`src/rtl/fuzzy_job_scheduler.sv`:
```
// Round-robin front end for the shared fuzzy inference engine: accepts operand
// pairs from two requesters, runs one engine job at a time and returns a tagged result.
module fuzzy_job_scheduler #(
  parameter int TIMEOUT = 16
) (
  input  logic       clk,
  input  logic       rst_n,
  input  logic       req0_valid,
  input  logic [7:0] req0_a,
  input  logic [7:0] req0_b,
  output logic       req0_ready,
  input  logic       req1_valid,
  input  logic [7:0] req1_a,
  input  logic [7:0] req1_b,
  output logic       req1_ready,
  output logic       eng_start,
  output logic [7:0] eng_s1,
  output logic [7:0] eng_s2,
  input  logic       eng_done,
  input  logic [7:0] eng_result,
  output logic       rsp_valid,
  output logic       rsp_id,
  output logic [7:0] rsp_data,
  output logic       rsp_err,
  input  logic       rsp_ready,
  output logic       busy
);

  typedef enum logic [1:0] {IDLE, ISSUE, WAIT, RESP} state_t;

  localparam logic [7:0] TO_LAST = 8'(TIMEOUT - 1);

  state_t     state, state_nxt;
  logic       last_grant;
  logic       grant;
  logic       accept;
  logic       zero_op;
  logic [7:0] sel_a, sel_b;
  logic [7:0] op_a, op_b;
  logic       job_id;
  logic [7:0] wait_cnt;
  logic       wait_end;

  // Requester 1 wins only when it is alone or requester 0 was granted last.
  always_comb begin
    grant = 1'b0;
    if (req0_valid && req1_valid)
      grant = ~last_grant;
    else if (req1_valid)
      grant = 1'b1;
    accept   = (state == IDLE) && (req0_valid || req1_valid);
    sel_a    = grant ? req1_a : req0_a;
    sel_b    = grant ? req1_b : req0_b;
    zero_op  = (sel_a == 8'h00) || (sel_b == 8'h00);
    wait_end = eng_done || (wait_cnt == TO_LAST);
  end

  // State register
  always_ff @(posedge clk) begin
    if (!rst_n)
      state <= IDLE;
    else
      state <= state_nxt;
  end

  // Next-state logic
  always_comb begin
    state_nxt = state;
    case (state)
      IDLE:    if (accept) state_nxt = zero_op ? RESP : ISSUE;
      ISSUE:   state_nxt = WAIT;
      WAIT:    if (wait_end) state_nxt = RESP;
      RESP:    if (rsp_ready) state_nxt = IDLE;
      default: state_nxt = IDLE;
    endcase
  end

  // Output logic
  always_comb begin
    req0_ready = (state == IDLE) && req0_valid && !grant;
    req1_ready = (state == IDLE) && req1_valid && grant;
    eng_start  = (state == ISSUE);
    busy       = (state != IDLE);
    rsp_valid  = (state == RESP);
    eng_s1     = 8'h00;
    eng_s2     = 8'h00;
    if (state == ISSUE || state == WAIT) begin
      eng_s1 = op_a;
      eng_s2 = op_b;
    end
  end

  // Control: arbitration pointer, wait counter and response registers
  always_ff @(posedge clk) begin
    if (!rst_n) begin
      last_grant <= 1'b1;
      wait_cnt   <= 8'd0;
      rsp_id     <= 1'b0;
      rsp_data   <= 8'h00;
      rsp_err    <= 1'b0;
    end else begin
      if (accept)
        last_grant <= grant;
      wait_cnt <= (state == WAIT) ? wait_cnt + 8'd1 : 8'd0;
      case (state)
        IDLE: begin
          if (accept && zero_op) begin
            rsp_id   <= grant;
            rsp_data <= 8'h00;
            rsp_err  <= 1'b1;
          end
        end
        WAIT: begin
          if (eng_done) begin
            rsp_id   <= job_id;
            rsp_data <= eng_result;
            rsp_err  <= 1'b0;
          end else if (wait_cnt == TO_LAST) begin
            rsp_id   <= job_id;
            rsp_data <= 8'h00;
            rsp_err  <= 1'b1;
          end
        end
        RESP: begin
          if (rsp_ready) begin
            rsp_id   <= 1'b0;
            rsp_data <= 8'h00;
            rsp_err  <= 1'b0;
          end
        end
        default: ;
      endcase
    end
  end

  // Operand capture; these are only visible through the state-gated engine lines
  always_ff @(posedge clk) begin
    if (accept) begin
      op_a   <= sel_a;
      op_b   <= sel_b;
      job_id <= grant;
    end
  end

endmodule

```
`config.mk`:
```
export PLATFORM = sky130hd
export DESIGN_NAME = fuzzy_job_scheduler
export DESIGN_NICKNAME = d
export VERILOG_FILES = /design/src/rtl/fuzzy_job_scheduler.sv
export SDC_FILE = /design/constraint.sdc
export NUM_CORES = 1
export LEC_CHECK = 0
export CAP_MARGIN = 20
export CORE_MARGIN = 2
export CORE_UTILIZATION = 46
export CTS_CLUSTER_SIZE = 12
export DETAILED_ROUTE_END_ITERATION = 10
export PLACE_DENSITY = 0.92
export SLEW_MARGIN = 20
export SYNTH_ARGS = -nofsm -noshare
export SYNTH_HDL_FRONTEND = slang
export SYNTH_SLANG_ARGS = --single-unit
```
`constraint.sdc`:
```
create_clock -name clk -period 2.75 [get_ports clk]
set_input_delay 0.6875 -clock clk [delete_from_list [all_inputs] [get_ports clk]]
set_output_delay 0.6875 -clock clk [all_outputs]
set_load 0.05 [all_outputs]
```
==> results.py, run 1 <==
metrics = {
    "global_route": {
        "grt_antenna_before_repair": 0,
        "grt_pass1_vias": 1603,
        "grt_first_pass_wirelength_um": 7280,
        "grt_max_degree": 18,
        "grt_use_total_pct": 22.1,
        "grt-ovfl-total": 0,
    },
    "timing": {
        "fin_skew_ps": 5.41,
        "fmax_mhz": 373,
        "period_needed_ps": 2680,
        "worst_pin_slew_ps": 674,
        "timing.slew.headroom_pct": 55.0,
        "finalSetupViolCount": 0,
        "final.period_utilization_pct": 97.4,
        "slew_viol_final": 0,
        "grt_setup_unrepaired": "false",
        "setup_tns_ps": 0,
        "hold_ws_ps": 455,
        "hold_violations": 0,
    },
    "critical_path": {
        "worstPathArrival_ps": 1990,
        "crit_fanout": 6,
        "timing.rr.start": "state[1]",
        "critPathLaunch": "req1_valid",
        "regToRegSetupSlack_ps": 780,
        "critPathLaunchType": "input pin",
        "end_kind": "primary output",
        "required_ps": 2060,
        "ff2ff_path_depth": 7,
        "critPathKind": "input pin to primary output",
    },
    "synthesis": {
        "synth_edf_count": 17,
        "synth.yosys.seq_area_share_pct": 50.8,
        "synth_ff_type": "dfxtp_1",
        "synth_cell_types": 32,
        "netlist_area_mm2": 0.00183,
        "syn_inst": 172,
        "syn_nets": 223,
        "avgSynthCellArea_um2": 10.7,
        "async_flop_share_pct": 0,
        "synth-seq-cells": 38,
        "ys_warn_count": 0,
    },
    "floorplanning": {
        "die_h_um": 67.1,
        "core_area_mm2": 0.00374,
        "pin_count": 77,
        "start_util_pct": 49.0,
        "dieArea_mm2": 0.00451,
        "die_w_um": 67.1,
        "rows": 22,
    },
    "clock_network": {
        "cts_tree": "yes",
        "cts_buffers": 5,
        "cts_root_buffer": "clkbuf_8",
        "clk_path_buf_depth": 2,
        "cts.sinks": 38,
        "clkLatencyLatePin_ps": 300,
        "clk_pin_slew_ps": 70,
        "cts_max_level": 2,
        "postCtsSetupBuffers": 0,
    },
    "place": {
        "port_buffers": 76,
        "dpl-instance-area_mm2": 0.00275,
        "gp_congestion": 0.839,
        "hpwl_um": 3600,
    },
    "routing": {
        "viasPerCell": 5.35,
        "wl_per_cell_um": 15.7,
        "vias": 1616,
        "drt_iter0_markers": 84,
        "route.detailed.drc": 0,
        "top_layer_used": "met4",
        "drt-pass1-iter-count": 4,
        "wl_um": 4750,
        "dr_wl_met2_um": 2600,
        "drtAntennaViolNets": 0,
        "met3_length_um": 226,
        "met1Wirelength_um": 1790,
    },
    "cells_and_area": {
        "final_nets": 304,
        "layout-drive-gt1-share_pct": 20.1,
        "fin_area_mm2": 0.00288,
        "mostFrequentLayoutCell": "clkdlybuf4s50_1",
        "area_growth_pct": 57.1,
        "utilization_pct": 77.0,
        "layout.cells.most_common_list": "57 x clkdlybuf4s50_1, 22 x nand2_1, 21 x dfxtp_1",
        "diodes": 0,
    },
    "pwr": {
        "vdd_ir_drop_max_v": 0.000679,
        "power_density_mw_per_mm2": 1020,
        "p_leak_nw": 1.14,
    },
    "flow_run": {
        "maxCapViolCount": 0,
    },
    "min_path": {
        "min_path_type": "flop to flop",
        "hold_path_depth": 2,
        "worstHoldStart": "rsp_id",
    },
    "status": {
        "status": "completed",
    },
}
==> synth_stat cells, types with 5 or more instances <==
| master | n | area [um^2] |
|---|---|---|
| nand3_1 | 5 | 25.0 |
| nor2_1 | 9 | 33.8 |
| mux2i_1 | 9 | 90.1 |
| edfxtp_1 | 17 | 510 |
| dfxtp_1 | 21 | 420 |
| mux2_2 | 16 | 180 |
| and2_1 | 17 | 106 |
| ha_1 | 5 | 62.6 |
| inv_1 | 5 | 18.8 |
| nand2_1 | 22 | 82.6 |
| nor4_1 | 8 | 50.1 |
==> stage by stage <==
step	power [W]	std cells	setup WS, ps
2_1_floorplan	0.00177	172	125
3_3_place_gp	0.00239	294	159
3_5_place_dp	0.00242	294	79.4
4_1_cts	0.00294	302	44.2
5_1_grt	0.00304	302	39.1
6_report	0.00293	302	71.3
==> worst max-delay path, cell delays in order <==
cell	delay, ps
clkdlybuf4s50_1	500
a21boi_2	350
and2_1	290
buf_12	170
==> where the power goes <==
group          switching, W  total, W  internal [W]
Clock              0.000200  0.000513      0.000314
Combinational      0.000987   0.00164      0.000648
Sequential        0.0000421  0.000777      0.000735
Total               0.00123   0.00293       0.00170
==> final timing paths <==
| kind | end |
|---|---|
| setup / recovery | req1_ready |
| hold / removal | rsp_id |
| setup reg to reg | rsp_data[6] |
| hold reg to reg | rsp_id |
==> flip-flops by register name, summed over array words and instances (netlist names) <==
signal,flops
job_id,1
last_grant,1
op_a,8
op_b,8
rsp_data,8
rsp_err,1
rsp_id,1
state,2
wait_cnt,8
==> per-layer routing <==
layer / track usage, % / up-vias
met5: 0 / -
met4: 12.0 / 0
met3: 5.00 / 14
met2: 40.1 / 56
met1: 23.7 / 780
li1: - / 766
==> area by class of cell <==
cell class | instances | area, um^2
clock buffer | 8 | 133
fill | 253 | 862
inverter | 5 | 18.8
multi-input combinational | 122 | 858
sequential | 38 | 931
tap | 48 | 60.1
timing repair buffer | 81 | 881
==> cell families after synthesis <==
kind of cell    share of synthesized area, %
compound gates                          5.53
xor+xnor                                2.86
fa+ha+maj                               3.41
buf+inv                                 2.93
flops                                   50.8
mux                                     14.7
simple gates                            19.8
==> repair_timing <==
item                       4_1_cts  5_1_grt
hold buffers                     0        0
gates resized for setup          0        1
setup endpoints to repair        0        1
Note: power is estimated with default switching activity, not from simulation.
==> run 2, diff against run 1 <==
--- a/config.mk
+++ b/config.mk
@@ -5,12 +5,13 @@
 export SDC_FILE = /design/constraint.sdc
 export NUM_CORES = 1
 export LEC_CHECK = 0
+export ABC_AREA = 0
 export CAP_MARGIN = 20
 export CORE_MARGIN = 2
 export CORE_UTILIZATION = 46
 export CTS_CLUSTER_SIZE = 12
 export DETAILED_ROUTE_END_ITERATION = 10
-export PLACE_DENSITY = 0.92
+export PLACE_DENSITY = 0.93
 export SLEW_MARGIN = 20
 export SYNTH_ARGS = -nofsm -noshare
 export SYNTH_HDL_FRONTEND = slang
==> run 2 against run 1 <==
  * Final cell count unchanged
  * Final area grew 1.5%
  * Wire length down 2.7%
  * Combinational power up 9%
  * Count of clock-buffer cells in the layout is 1 lower
  * Clock power fell by 25%
  * Critical endpoint is now busy
  * Non-clock buffer count unchanged
  * Hold slack worse by 2.7 ps
  * Highest routed layer unchanged
  * Power is 0.99% higher
  * Global-route usage hardly changed
==> results.py, run 2 (synthesized netlist as in run 1, its figures left out) <==
metrics = {
    "global_route": {
        "grt-ovfl-total": 0,
        "grt_pass1_vias": 1604,
        "grt_use_total_pct": 22.1,
        "grt_max_degree": 19,
        "grt_first_pass_wirelength_um": 7340,
        "grt_antenna_before_repair": 0,
    },
    "clock_network": {
        "cts_root_buffer": "clkbuf_8",
        "cts_buffers": 5,
        "postCtsSetupBuffers": 0,
        "cts_max_level": 2,
        "clk_pin_slew_ps": 70,
        "clkLatencyLatePin_ps": 290,
        "ctsHoldBuffers": 0,
        "cts_tree": "yes",
        "cts_resized": 0,
        "cts.sinks": 38,
        "clk_path_buf_depth": 2,
    },
    "cells_and_area": {
        "fin_area_mm2": 0.00293,
        "area_growth_pct": 59.5,
        "diodes": 0,
        "layout-drive-gt1-share_pct": 19.7,
        "final_nets": 304,
        "mostFrequentLayoutCell": "clkdlybuf4s50_1",
        "layout.cells.most_common_list": "58 x clkdlybuf4s50_1, 22 x nand2_1, 21 x dfxtp_1",
    },
    "min_path": {
        "min_path_type": "flop to flop",
        "hold_path_depth": 2,
    },
    "routing": {
        "vias": 1586,
        "top_layer_used": "met4",
        "drt-pass1-iter-count": 5,
        "dr_wl_met2_um": 2470,
        "drt_iter0_markers": 78,
        "met1Wirelength_um": 1800,
        "met3_length_um": 249,
        "route.detailed.drc": 0,
        "viasPerCell": 5.25,
        "wl_per_cell_um": 15.3,
        "wl_um": 4630,
        "drtAntennaViolNets": 0,
    },
    "pwr": {
        "net-switching-power_w": 0.00124,
        "vdd_ir_drop_max_v": 0.000607,
        "clockPowerShare_pct": 13.1,
        "sw_frac_of_total_pct": 42.0,
        "intPower_w": 0.00171,
        "seqPwrFrac_pct": 26.2,
        "power_density_mw_per_mm2": 1010,
        "p_leak_nw": 1.13,
        "p_comb_share_pct": 60.7,
    },
    "critical_path": {
        "end_kind": "primary output",
        "cp_top_family": "buffers and inverters",
        "cp.depth": 4,
        "cp_slowest_cell": "clkdlybuf4s50_1",
        "crit_fanout": 6,
        "cpPeakStageDelay_ps": 820,
        "critical_path_buf_inv_count": 3,
        "required_ps": 2060,
        "crit_chain": "inv_1, ha_1, inv_1, clkdlybuf4s50_1",
        "critPathLaunchType": "flop",
        "ff2ff_path_depth": 7,
        "worstPathArrival_ps": 1970,
        "critPathKind": "flop to primary output",
        "cp_common_cell": "inv_1",
    },
    "timing": {
        "fin_skew_ps": 2.09,
        "hold_violations": 0,
        "slew_viol_final": 0,
        "final.period_utilization_pct": 96.5,
        "grt_setup_unrepaired": "false",
        "setup_tns_ps": 0,
        "period_needed_ps": 2650,
        "timing.slew.headroom_pct": 65.9,
        "finalSetupViolCount": 0,
        "worst_pin_slew_ps": 509,
        "fmax_mhz": 377,
    },
    "place": {
        "hpwl_um": 3540,
        "gp_congestion": 0.826,
        "dpl-instance-area_mm2": 0.00283,
        "port_buffers": 76,
    },
    "status": {
        "status": "completed",
    },
    "floorplanning": {
        "start_util_pct": 49.0,
        "rows": 22,
        "die_h_um": 67.1,
        "dieArea_mm2": 0.00451,
        "die_w_um": 67.1,
        "core_area_mm2": 0.00374,
        "pin_count": 77,
    },
    "flow_run": {
        "maxCapViolCount": 0,
    },
}
-- run 2: cell types whose count changed in the layout (fill, tap and decap cells not counted) --
| cell | before | now |
|---|---|---|
| clkinv_2 | 0 | 1 |
| dlymetal6s2s_1 | 1 | 0 |
| buf_12 | 10 | 17 |
| clkdlybuf4s50_1 | 57 | 58 |
| buf_4 | 13 | 6 |
| clkbuf_1 | 0 | 1 |
| clkbuf_16 | 2 | 0 |
-- run 2: path summary, 6_finish.rpt --
kind,from,endpoint,slack (ps)
setup / recovery,state[1],busy,100
hold reg to reg,rsp_id,rsp_id,450
hold / removal,rsp_id,rsp_id,450
setup reg to reg,state[1],rsp_data[3],780
-- run 2: power by group through the flow --
stage                     Clock, W  Sequential (W)  Combinational [W]
after floorplan                  0        0.000833           0.000941
after global placement           0        0.000778            0.00177
after detailed placement         0        0.000784            0.00179
after CTS                 0.000395        0.000774            0.00180
after global routing      0.000420        0.000785            0.00187
final                     0.000387        0.000774            0.00179
-- run 2: worst reg2reg max path, stage by stage, from the launching register on --
cell     delay [ps]
dfxtp_1         390
inv_1            80
ha_1            250
and2_1          210
a32o_1          270
or3_1           320
buf_4           200
mux2i_1         130
-- run 2: per-stage QoR --
stage	util, %	cells	worst slack (ps)	hold slack, ps	power [W]
floorplan	-	172	125	413	0.00177
global placement	75.7	294	181	427	0.00255
detailed placement	75.7	294	64.3	443	0.00258
CTS	78.1	302	97.4	454	0.00297
global route	78.1	302	24.7	492	0.00308
finish	78.1	302	95.4	452	0.00295
-- run 2: routing by layer --
metal	vias up	track usage [%]
met2	57	39.4
met5	-	0
met4	0	8.67
li1	772	-
met3	14	5.67
met1	743	25.2
-- run 2: final cells by class --
type                       instances  area (um^2)
multi-input combinational        122          858
inverter                           5         18.8
tap                               48         60.1
clock buffer                       7         86.3
timing repair buffer              81          966
clock inverter                     1         5.00
sequential                        38          931
fill                             253          818
==> run 3, diff against run 2 <==
--- a/config.mk
+++ b/config.mk
@@ -7,7 +7,7 @@
 export LEC_CHECK = 0
 export ABC_AREA = 0
 export CAP_MARGIN = 20
-export CORE_MARGIN = 2
+export CORE_MARGIN = 1.5
 export CORE_UTILIZATION = 46
 export CTS_CLUSTER_SIZE = 12
 export DETAILED_ROUTE_END_ITERATION = 10
==> run 3 against run 2 <==
  * Non-clock buffer count did not move
  * First-iteration DRC count down 12%
  * Via count shrank 1.2%
  * Critical endpoint unchanged
  * Highest routed layer unchanged
==> results.py, run 3 (synthesized netlist as in run 1, its figures left out) <==
metrics = {
    "status": {
        "status": "completed",
    },
    "timing": {
        "timing.slew.headroom_pct": 65.1,
        "hold_violations": 0,
        "setup_slack_ps": 80.5,
        "worst_pin_slew_ps": 521,
        "fin_skew_ps": 9.48,
        "grt_setup_unrepaired": "false",
        "setup_tns_ps": 0,
        "final.period_utilization_pct": 97.1,
        "fmax_mhz": 375,
        "slew_viol_final": 0,
        "finalSetupViolCount": 0,
        "period_needed_ps": 2670,
    },
    "global_route": {
        "use_met2_pct": 38.5,
        "global_route.usage.met3_pct": 5.45,
        "grt_max_degree": 19,
        "grt.busiest_layer": "met2",
        "grt_first_pass_wirelength_um": 6990,
        "met1_usage_pct": 24.2,
        "grt_pass1_vias": 1578,
        "grt_antenna_before_repair": 0,
        "grt-ovfl-total": 0,
        "grt_use_total_pct": 21.3,
    },
    "critical_path": {
        "cpPeakStageDelay_ps": 810,
        "critPathLaunchType": "flop",
        "crit_chain": "inv_1, ha_1, inv_1, clkdlybuf4s50_1",
        "cp_common_cell": "inv_1",
        "cp_slowest_cell": "clkdlybuf4s50_1",
        "critPathKind": "flop to primary output",
        "end_kind": "primary output",
        "crit_fanout": 6,
        "required_ps": 2060,
        "worstPathArrival_ps": 1980,
    },
    "min_path": {
        "min_path_type": "flop to flop",
    },
    "routing": {
        "wl_per_cell_um": 14.9,
        "wl_um": 4510,
        "drt_iter0_markers": 69,
        "route.detailed.drc": 0,
        "viasPerCell": 5.19,
        "drtAntennaViolNets": 0,
        "drt-pass1-iter-count": 4,
        "vias": 1567,
    },
    "clock_network": {
        "clk_pin_slew_ps": 80,
        "cts_buffers": 5,
        "ctsHoldBuffers": 0,
        "cts_root_buffer": "clkbuf_8",
        "postCtsSetupBuffers": 0,
        "clk_path_buf_depth": 2,
        "clkLatencyLatePin_ps": 290,
        "cts.sinks": 38,
        "cts_tree": "yes",
        "cts_max_level": 2,
        "cts_resized": 0,
    },
    "cells_and_area": {
        "fin_area_mm2": 0.00289,
        "fin_cells": 302,
        "diodes": 0,
        "layout-drive-gt1-share_pct": 20.1,
        "fillers": 245,
        "layout.cells.most_common_list": "58 x clkdlybuf4s50_1, 22 x nand2_1, 21 x dfxtp_1",
        "final_nets": 304,
        "mostFrequentLayoutCell": "clkdlybuf4s50_1",
        "area_growth_pct": 57.6,
    },
    "pwr": {
        "p_leak_nw": 1.13,
        "power_density_mw_per_mm2": 1010,
        "vdd_ir_drop_max_v": 0.000690,
        "p_total_w": 0.00292,
    },
    "place": {
        "place_ws_ps": 108,
        "gp_congestion": 0.830,
        "dpl-instance-area_mm2": 0.00278,
        "dpl.cell_count": 294,
        "hpwl_um": 3350,
        "port_buffers": 76,
    },
    "floorplanning": {
        "die_w_um": 66.1,
        "rows": 22,
        "dieArea_mm2": 0.00438,
        "pin_count": 77,
        "die_h_um": 66.1,
        "start_util_pct": 49.0,
        "core_area_mm2": 0.00374,
    },
    "flow_run": {
        "maxCapViolCount": 0,
    },
}
==> run 3: final cells by class <==
type	count	area (um^2)	area share (%)
timing repair buffer	81	916	31.7
multi-input combinational	122	858	29.7
sequential	38	931	32.2
tap	48	60.1	2.08
inverter	5	18.8	0.649
clock buffer	6	93.8	3.25
clock inverter	2	12.5	0.433
==> run 3: worst max-delay path, delay by kind of cell, from the launching register on <==
family / cells / cell delay [ps]
buffers and inverters: 3 / 1040
DFF: 1 / 400
adders and majority gates: 1 / 250
==> run 3: power breakdown <==
part	internal, W	total (W)	switching (W)
clock network	0.000235	0.000446	0.000211
registers	0.000733	0.000773	0.0000400
logic	0.000709	0.00170	0.000989
total	0.00168	0.00292	0.00124
==> run 3: path summary, 6_finish.rpt <==
check	from	to	slack [ps]	cells after the start
worst max-delay path	state[1]	busy	80	4
worst min-delay path	wait_cnt[0]	wait_cnt[0]	440	1
worst max register to register	state[1]	rsp_data[5]	810	7
worst min register to register	wait_cnt[0]	wait_cnt[0]	440	1
==> run 3: routing by layer <==
layer,vias to the layer above,share of wire [%]
met5,-,0
met3,2,5.4
li1,778,-
met1,740,42
met2,47,52
met4,0,0.40
==> run 3: metrics by stage <==
step / hold WS, ps / util (%)
2_1_floorplan: 413 / -
3_3_place_gp: 428 / 74.4
3_5_place_dp: 434 / 74.4
4_1_cts: 446 / 77.2
5_1_grt: 472 / 77.2
6_report: 441 / 77.2
